### src/rtl/tpu_pkg.sv
// Shared TPU definitions: datapath/buffer sizing, the activation-loader
// state encoding and tile geometry.
package tpu_pkg;

    localparam int unsigned DATA_W     = 32;
    localparam int unsigned UB_ADDR_W  = 13;
    localparam int unsigned UB_DEPTH   = 64;
    localparam int unsigned TILE_WORDS = 4;

    typedef enum logic [2:0] {
        IDLE,
        REQ,
        LATCH,
        FEED0,
        FEED1,
        FEED2
    } setup_state_t;

endpackage

### src/rtl/input_setup_if.sv
// Unified buffer read bus between the activation loader and the buffer.
//   ub_load_input : read strobe (loader -> buffer)
//   ub_addr       : tile base address (loader -> buffer)
//   ub_in_00..11  : the four tile words, registered by the buffer at the
//                   strobe edge and held until the next strobe
interface input_setup_if #(
    parameter int unsigned DATA_W    = tpu_pkg::DATA_W,
    parameter int unsigned UB_ADDR_W = tpu_pkg::UB_ADDR_W
);
    logic                 ub_load_input;
    logic [UB_ADDR_W-1:0] ub_addr;
    logic [DATA_W-1:0]    ub_in_00;
    logic [DATA_W-1:0]    ub_in_01;
    logic [DATA_W-1:0]    ub_in_10;
    logic [DATA_W-1:0]    ub_in_11;

    modport master (
        output ub_load_input, ub_addr,
        input  ub_in_00, ub_in_01, ub_in_10, ub_in_11
    );

    modport slave (
        input  ub_load_input, ub_addr,
        output ub_in_00, ub_in_01, ub_in_10, ub_in_11
    );
endinterface

### src/rtl/input_setup_skew_delay.sv
// skew_delay: one-stage register for a data word plus its valid flag.
// Chaining N instances skews row N of a systolic array by N cycles.
//   clk, reset : clock, synchronous active-high reset
//   d, d_valid : undelayed stream
//   q, q_valid : stream delayed by one cycle
module skew_delay #(
    parameter int unsigned W = 32
) (
    input  logic         clk,
    input  logic         reset,
    input  logic [W-1:0] d,
    input  logic         d_valid,
    output logic [W-1:0] q,
    output logic         q_valid
);
    always_ff @(posedge clk) begin
        if (reset) begin
            q       <= '0;
            q_valid <= 1'b0;
        end else begin
            q       <= d;
            q_valid <= d_valid;
        end
    end
endmodule

### src/rtl/input_setup.sv
// input_setup: reads one 2x2 activation tile from the unified buffer and
// feeds it diagonally skewed into the two rows of the systolic array.
//   clk, reset          : clock, synchronous active-high reset
//   start, base_addr    : tile load request and its base address (IDLE only)
//   ub                  : unified buffer read bus (master side)
//   a_in1/valid1        : row-1 activation stream
//   a_in2/valid2        : row-2 activation stream, one cycle behind row 1
//   busy                : high REQ..FEED2
//   done                : pulse on the last feed cycle
//   addr_err            : pulse when a start is rejected for a bad address
module input_setup #(
    parameter int unsigned DATA_W    = tpu_pkg::DATA_W,
    parameter int unsigned UB_ADDR_W = tpu_pkg::UB_ADDR_W,
    parameter int unsigned UB_DEPTH  = tpu_pkg::UB_DEPTH
) (
    input  logic                 clk,
    input  logic                 reset,
    input  logic                 start,
    input  logic [UB_ADDR_W-1:0] base_addr,
    input_setup_if.master        ub,
    output logic [DATA_W-1:0]    a_in1,
    output logic [DATA_W-1:0]    a_in2,
    output logic                 valid1,
    output logic                 valid2,
    output logic                 busy,
    output logic                 done,
    output logic                 addr_err
);
    import tpu_pkg::*;

    localparam logic [UB_ADDR_W-1:0] MAX_BASE = UB_ADDR_W'(UB_DEPTH - TILE_WORDS);

    setup_state_t      state;
    logic [DATA_W-1:0] r01, r10, r11;
    logic [DATA_W-1:0] row2_d;
    logic              row2_dv;

    // Undelayed row-2 sequence {r10, r11}; skew_delay shifts it one cycle
    // behind row 1.
    always_comb begin
        row2_d  = '0;
        row2_dv = 1'b0;
        case (state)
            FEED0: begin
                row2_d  = r10;
                row2_dv = 1'b1;
            end
            FEED1: begin
                row2_d  = r11;
                row2_dv = 1'b1;
            end
            default: ;
        endcase
    end

    skew_delay #(.W(DATA_W)) u_row2_skew (
        .clk     (clk),
        .reset   (reset),
        .d       (row2_d),
        .d_valid (row2_dv),
        .q       (a_in2),
        .q_valid (valid2)
    );

    // Word 00 is only ever presented in FEED0, so the a_in1 register loaded
    // at the end of LATCH is its capture register.
    always_ff @(posedge clk) begin
        if (reset) begin
            state            <= IDLE;
            ub.ub_load_input <= 1'b0;
            ub.ub_addr       <= '0;
            r01              <= '0;
            r10              <= '0;
            r11              <= '0;
            a_in1            <= '0;
            valid1           <= 1'b0;
            busy             <= 1'b0;
            done             <= 1'b0;
            addr_err         <= 1'b0;
        end else begin
            ub.ub_load_input <= 1'b0;
            done             <= 1'b0;
            addr_err         <= 1'b0;
            case (state)
                IDLE: begin
                    if (start) begin
                        if (base_addr <= MAX_BASE) begin
                            state            <= REQ;
                            ub.ub_load_input <= 1'b1;
                            ub.ub_addr       <= base_addr;
                            busy             <= 1'b1;
                        end else begin
                            addr_err <= 1'b1;
                        end
                    end
                end
                REQ: state <= LATCH;
                LATCH: begin
                    a_in1  <= ub.ub_in_00;
                    r01    <= ub.ub_in_01;
                    r10    <= ub.ub_in_10;
                    r11    <= ub.ub_in_11;
                    valid1 <= 1'b1;
                    state  <= FEED0;
                end
                FEED0: begin
                    a_in1 <= r01;
                    state <= FEED1;
                end
                FEED1: begin
                    a_in1  <= '0;
                    valid1 <= 1'b0;
                    done   <= 1'b1;
                    state  <= FEED2;
                end
                FEED2: begin
                    busy  <= 1'b0;
                    state <= IDLE;
                end
                default: state <= IDLE;
            endcase
        end
    end
endmodule

### src/flat_wrapper.sv
// flat-port wrapper written by rule: the top's interface ports become plain ports
module input_setup_flat import tpu_pkg::*;
#(
    parameter int unsigned DATA_W    = tpu_pkg::DATA_W,
    parameter int unsigned UB_ADDR_W = tpu_pkg::UB_ADDR_W,
    parameter int unsigned UB_DEPTH  = tpu_pkg::UB_DEPTH
)
  (clk, reset, start, base_addr, a_in1, a_in2, valid1, valid2, busy, done, addr_err, ub_ub_load_input, ub_ub_addr, ub_ub_in_00, ub_ub_in_01, ub_ub_in_10, ub_ub_in_11);
  input_setup_if #(.DATA_W(DATA_W), .UB_ADDR_W(UB_ADDR_W)) ub_i ();
  input  logic clk;
  input  logic reset;
  input  logic start;
  input  logic [UB_ADDR_W-1:0] base_addr;
  output logic [DATA_W-1:0] a_in1;
  output logic [DATA_W-1:0] a_in2;
  output logic valid1;
  output logic valid2;
  output logic busy;
  output logic done;
  output logic addr_err;
  output wire logic [$bits(ub_i.ub_load_input)-1:0] ub_ub_load_input;
  output wire logic [$bits(ub_i.ub_addr)-1:0] ub_ub_addr;
  input wire logic [$bits(ub_i.ub_in_00)-1:0] ub_ub_in_00;
  input wire logic [$bits(ub_i.ub_in_01)-1:0] ub_ub_in_01;
  input wire logic [$bits(ub_i.ub_in_10)-1:0] ub_ub_in_10;
  input wire logic [$bits(ub_i.ub_in_11)-1:0] ub_ub_in_11;
  assign ub_ub_load_input = ub_i.ub_load_input;
  assign ub_ub_addr = ub_i.ub_addr;
  assign ub_i.ub_in_00 = ub_ub_in_00;
  assign ub_i.ub_in_01 = ub_ub_in_01;
  assign ub_i.ub_in_10 = ub_ub_in_10;
  assign ub_i.ub_in_11 = ub_ub_in_11;
  input_setup #(.DATA_W(DATA_W), .UB_ADDR_W(UB_ADDR_W), .UB_DEPTH(UB_DEPTH)) u_core (.clk(clk), .reset(reset), .start(start), .base_addr(base_addr), .ub(ub_i), .a_in1(a_in1), .a_in2(a_in2), .valid1(valid1), .valid2(valid2), .busy(busy), .done(done), .addr_err(addr_err));
endmodule
### config.mk
export PLATFORM = sky130hd
export DESIGN_NAME = input_setup_flat
export DESIGN_NICKNAME = d
export VERILOG_FILES = /design/src/rtl/tpu_pkg.sv /design/src/rtl/input_setup_if.sv /design/src/rtl/input_setup_skew_delay.sv /design/src/rtl/input_setup.sv /design/src/flat_wrapper.sv
export SDC_FILE = /design/constraint.sdc
export NUM_CORES = 1
export LEC_CHECK = 0
export BUFFER_PORTS_ARGS = -buffer_cell sky130_fd_sc_hd__buf_2
export CAP_MARGIN = 20
export CORE_MARGIN = 8
export CORE_UTILIZATION = 45
export DETAILED_ROUTE_END_ITERATION = 10
export GPL_TIMING_DRIVEN = 0
export MAX_ROUTING_LAYER = met4
export PLACE_DENSITY = 0.73
export SYNTH_ARGS = -nofsm -noshare
export SYNTH_HDL_FRONTEND = slang
export SYNTH_SLANG_ARGS = --single-unit
### constraint.sdc
create_clock -name clk -period 1.6 [get_ports clk]
set_input_delay 0.08 -clock clk [delete_from_list [all_inputs] [get_ports clk]]
set_output_delay 0.08 -clock clk [all_outputs]
set_load 0.005 [all_outputs]
# == After elaboration in Yosys (flattened, before gate mapping) ==
# Cells that the tools add are included.
# totals
ram_bits,0
out_inout_bits,83
in_bits,144
latch_bits,0
mem_count,0
romBits,0
reg_bits,182
word_cells,45
# classes
n_bitwise,2
magnitude_cmp,1
reduce_logical,9
n_eq_ne,7
div_mod_pow,0
multipliers,0
mux,13
shifts,0
addsub,0
# op_table
op,n
$pmux 32 s3,1
$pmux 32 s2,1
$pmux 3 s5,1
$le 13x6->1 const B,1
$eq 3x2->1 const B,2
$eq 3x3->1 const B,2
$mux 1,6
$mux 3,2
$reduce_and 3->1,2
$pmux 1 s2,2
$reduce_bool 2->1,2
$eq 3x1->1 const B,1
$logic_not 3->1,1
$reduce_bool 3->1,1
$reduce_or 3->1,1
$ne 2x1->1 const B,1
$ne 2x2->1 const B,1
$not 1->1,2
$reduce_and 2->1,1
$reduce_or 2->1,1

# == Depth between registers and ports, before layout ==
# logic_depth
word_depth,4
mapped_depth,8
depth_no_buf,4

# == Modules after synthesis ==
# From an unflattened synthesis, not the netlist that was laid out.
# hier_totals
hier_cells,820
hier_area_um2,6939.2
# modules_own_cells
module,area_each_um2,n_inst,cells_each,seq_area_each_um2
input_setup,6049.6,1,751,2982.9
skew_delay,889.6,1,69,660.6

# == Worst setup path after synthesis ==
# OpenSTA, ideal clock, no wires.
# synth_path
path_kind,reg2reg
startpoint,register u_core.state[2]
endpoint,register u_core.ub.ub_addr[0]
required_time_ns,1.468
slack_ns,0.183
n_path_buf,2
synth_period_minus_slack_ns,1.417
t_arrival_ns,1.285
stages_incl_launch_ff,6
setup_ns,0.132
path_cell_list,dfxtp_1 > buf_6 > or4b_1 > clkbuf_1 > o21ai_0 > a21oi_1
# synth_via
elab_chain_cells,2
# synth_rtl
element,line_no,rtl
"start, declared",input_setup.sv:33,setup_state_t state;
"start signal, assigned",input_setup.sv:69,state <= IDLE;
"start signal, assigned",input_setup.sv:88,state <= REQ;
"start signal, assigned",input_setup.sv:97,REQ: state <= LATCH;
$logic_not 3->1,input_setup.sv:84,case (state)
$reduce_and 3->1 (no source line),--,
"end signal, assigned",input_setup.sv:90,ub.ub_addr <= base_addr;
"end, declared",input_setup_if.sv:18,"output ub_load_input, ub_addr,"
# No other way between the ends.
# A chain may end at the register's enable or synchronous reset.

# == Final worst setup path ==
# layout_path
startpoint,register u_core.state[2]
endpoint,register u_core.a_in1[8]
# layout_via
elab_chain_cells,2
elab_cells_between_ends,5
cone_classes,3 x eq/ne; 1 x mux; 1 x reduce/logical
# layout_rtl
element,line_no,rtl
$eq 3x3->1 / $eq 3x2->1 (equally long branches),input_setup.sv:84,
$pmux 32 s3 / $reduce_bool 3->1 (equally long branches),--,
"end signal, assigned",input_setup.sv:99,a_in1 <= ub.ub_in_00;
"end signal, assigned",input_setup.sv:107,a_in1 <= r01;
"end, declared",input_setup.sv:21,"output logic [DATA_W-1:0] a_in1,"
# Several ways; a longest one is shown, not always the timed one.

==> metrics.md <==
| Metric | Value |
|---|---|
| Syn nets | 893 |
| FF-to-FF path depth | 5 |
| Most common cell after layout, fill and taps aside | buf_2 |
| Max Transition Viols Final | 0 |
| Worst hold path type | input pin to flip-flop |
| Min Clock Period, post-route | 1539 ps |
| Setup-failing EPs final | 0 |
| Share of layout cells above drive strength 1 | 28.06% |
| Hold_ws | 9.927 ps |
| Io pins | 227 |
| Main synth FF type | dfxtp_1 |
| CTS clk-pin slew, worst paths | 60 ps |
| Reg-to-reg endpoint | u_core.a_in1[8] |
| CP peak stage delay | 510 ps |
| Sink Count | 182 |
| CP Launch Type | flip-flop |
| Wire per inst | 17.07 µm |
| Vias post-DR | 6647 |
| CTS tree | done |
| Initial antenna violation count | 3 |
| Internal power | 7.107 mW |
| Top delay family on crit path | simple AND/OR/NAND/NOR gates |
| Drt pass-1 iters | 5 |
| Leak | 3.976 nW |
| Max-Cap Viols | 0 |
| Iter 0 DRT Violations | 343 |
| CTS Buf Count | 17 |
| Multi-input logic area | 0.002635 mm² |
| RSZ-0062 raised after global routing | true |
| Clock tree root buffer cell | clkbuf_16 |
| Register Area | 0.003643 mm² |
| Status | finished clean |
| CP Class | flip-flop to flip-flop |
| Number of global-route vias before repair | 6674 |
| Clock Power Share | 43.0% |
| WHS Endpoint | u_core.a_in1[10] |
| Crit Reg-Reg Startpoint | u_core.state[2] |
| Post-synth EDFFs | 0 |
| Tcrit/Tclk final | 96.17% |
| Initial Utilization | 45.86% |
| Sw Share | 21.99% |
| H-tree Lvls | 4 |
| Clk_lat worst skew | 420 ps |
| Most frequent cells in the layout | buf_2, nand2_1, dfxtp_1, dlygate4sd3_1, a21oi_1 |
| Crit end category | flip-flop |
| Cell area after layout | 0.009804 mm² |
| Post-Route WL | 22.43 mm |
| Final #Nets | 1258 |
| Die span in y | 137.2 µm |
| Hold Path Origin | ub_ub_in_00[10] |
| Global-route wire length before repair | 34.50 mm |
| Bufs on Longest Clock Path | 2 |
| Die W | 137.2 µm |
| Fin Clk Skew | 12.03 ps |
| Vias/cell | 5.059 |
| Sequential fraction of the synthesis area | 55.08% |
| Peak Freq | 649.9 MHz |
| Crit-path cells | buf_6 -> or3b_2 -> nand2b_2 -> buf_4 -> a211oi_1 |
| WP buf/inv | 2 |
| Hpwl dp | 14.49 mm |
| Worst reg-to-reg setup slack | 60 ps |
| Mapped cell area | 0.006615 mm² |
| VDD IR max | 0.7133 mV |
| Hold path depth | 3 |
| Placed Instance Area | 0.007971 mm² |
| Synth warn | 0 |
| Power Density | 929.2 mW/mm² |
| CP arrival | 1830 ps |
| Core area | 0.01442 mm² |
| Area delta synth->final | 48.21% |
| Mean Syn Cell Area | 8.832 µm² |
| GPL Wtd Cong | 0.8120 |
| Crit path required time | 1890 ps |
| Synth Instances | 749 |
| Slew headroom | 53.31% |
| CP max-delay cell | or3b_2 |
| Synth Register Bits | 182 |
| Largest net degree at the start of global routing | 17 |
| I/O Buffers | 225 |
| Total track usage | 23.94% |
| Switching pwr | 2.003 mW |
| Rows | 44 |
| Combinational Power Share | 7.0% |
| Grt total ovfl | 0 |
| Final hold violation count | 0 |
| Ys async rst share | 0% |
| Die area | 0.01884 mm² |
| Antenna viol nets, final | 0 |
| Synth cell types | 30 |
| Flop pwr share | 50.0% |
| # fillers | 1128 |
| Crit path max fanout | 10 |
| Worst-margin pin slew | 700.4 ps |
| Drt drc | 0 |
## area by class of cell
cell class / count / area share (%)
Clock inverter: 10 / 1.021
Clock buffer: 21 / 4.594
Antenna cell: 4 / 0.1021
Timing Repair Buffer: 347 / 23.81
Sequential cell: 182 / 37.16
Multi-Input combinational cell: 504 / 26.88
Tap cell: 184 / 2.348
Buffer: 62 / 4.084
## layer usage
layer	routed length [µm]	GRT usage, %
met3	1564	5.835
met4	537	9.354
met1	9114	27.00
met5	0	-
met2	11220	40.23
## tightest hold or removal path: stages
cell and delay [ps]:
buf_2 100, mux2i_1 120, a211oi_1 80
## sequential cells by signal, summed over array words and instances (netlist names)
name,count
u_core.a_in1,32
u_core.r01,32
u_core.r10,32
u_core.r11,32
u_core.u_row2_skew.q,32
u_core.ub.ub_addr,13
u_core.state,3
u_core.addr_err,1
u_core.busy,1
u_core.done,1
u_core.u_row2_skew.q_valid,1
u_core.ub.ub_load_input,1
u_core.valid1,1
## cell usage after synthesis, types with 4 or more instances
cell type | n | area share [%]
nor2_1 | 70 | 4.0
nor3_1 | 4 | 0.30
buf_6 | 6 | 1.0
clkbuf_1 | 25 | 1.4
a22oi_1 | 33 | 3.7
a211oi_1 | 33 | 3.7
and2_1 | 8 | 0.76
nand2_1 | 193 | 11
buf_4 | 15 | 1.7
buf_2 | 17 | 1.3
dfxtp_1 | 182 | 55
o21ai_0 | 6 | 0.45
nand3_1 | 6 | 0.45
mux2i_1 | 32 | 4.8
a21oi_1 | 104 | 7.9
## logic make-up (layout without fill, tap and decap cells)
group	Yosys count	count (layout)	share of synthesized area, %
AO/OA/AOI/OAI	179	179	16.30
buffers and inverters	63	440	5.428
XOR/XNOR	1	1	0.1324
flip-flops	182	182	55.08
AND/OR/NAND/NOR	292	292	18.21
other	0	4	0
multiplexers	32	32	4.842
## stage by stage
stage	cells	TNS, ps	power (mW)	utilization [%]	setup slack [ps]
after CTS	1307	0	9.143	67.33	0.04330
after global routing	1313	-14.87	9.407	67.96	-8.593
final	1314	0	9.110	67.97	61.25
after global placement	1158	-15830	5.041	55.27	-283.8
after detailed placement	1158	-19620	5.044	55.27	-337.1
after floorplan	749	0	4.795	-	182.6
## repair_timing
item / in CTS / in global routing
endpoints found under the hold margin: 117 / 0
pin swaps: 1 / 1
setup endpoints to repair: 49 / 125
gates resized for setup: 5 / 28
setup buffers: 1 / 4
gates cloned: 0 / 0
hold buffers: 117 / 0
## worst max-delay path by stage
stage	start	endpoint	slack [ps]	cells past startpoint
global placement	reset	u_core.u_row2_skew.q[12]	-280	4
detailed placement	reset	u_core.u_row2_skew.q[20]	-340	4
CTS	u_core.state[1]	u_core.r01[28]	0.04	8
floorplan	u_core.state[2]	u_core.ub.ub_addr[0]	180	5
global route	u_core.state[2]	u_core.a_in1[29]	-9	5
finish	u_core.state[2]	u_core.a_in1[8]	60	5
## power by group through the flow
stage	Combinational, mW	Clock (mW)	Sequential, mW
after floorplan	0.139	0	4.66
after global placement	0.385	0	4.66
after detailed placement	0.387	0	4.66
after CTS	0.615	3.97	4.55
after global routing	0.682	4.17	4.55
final	0.634	3.92	4.55
Note: power is estimated with default switching activity, not from simulation.
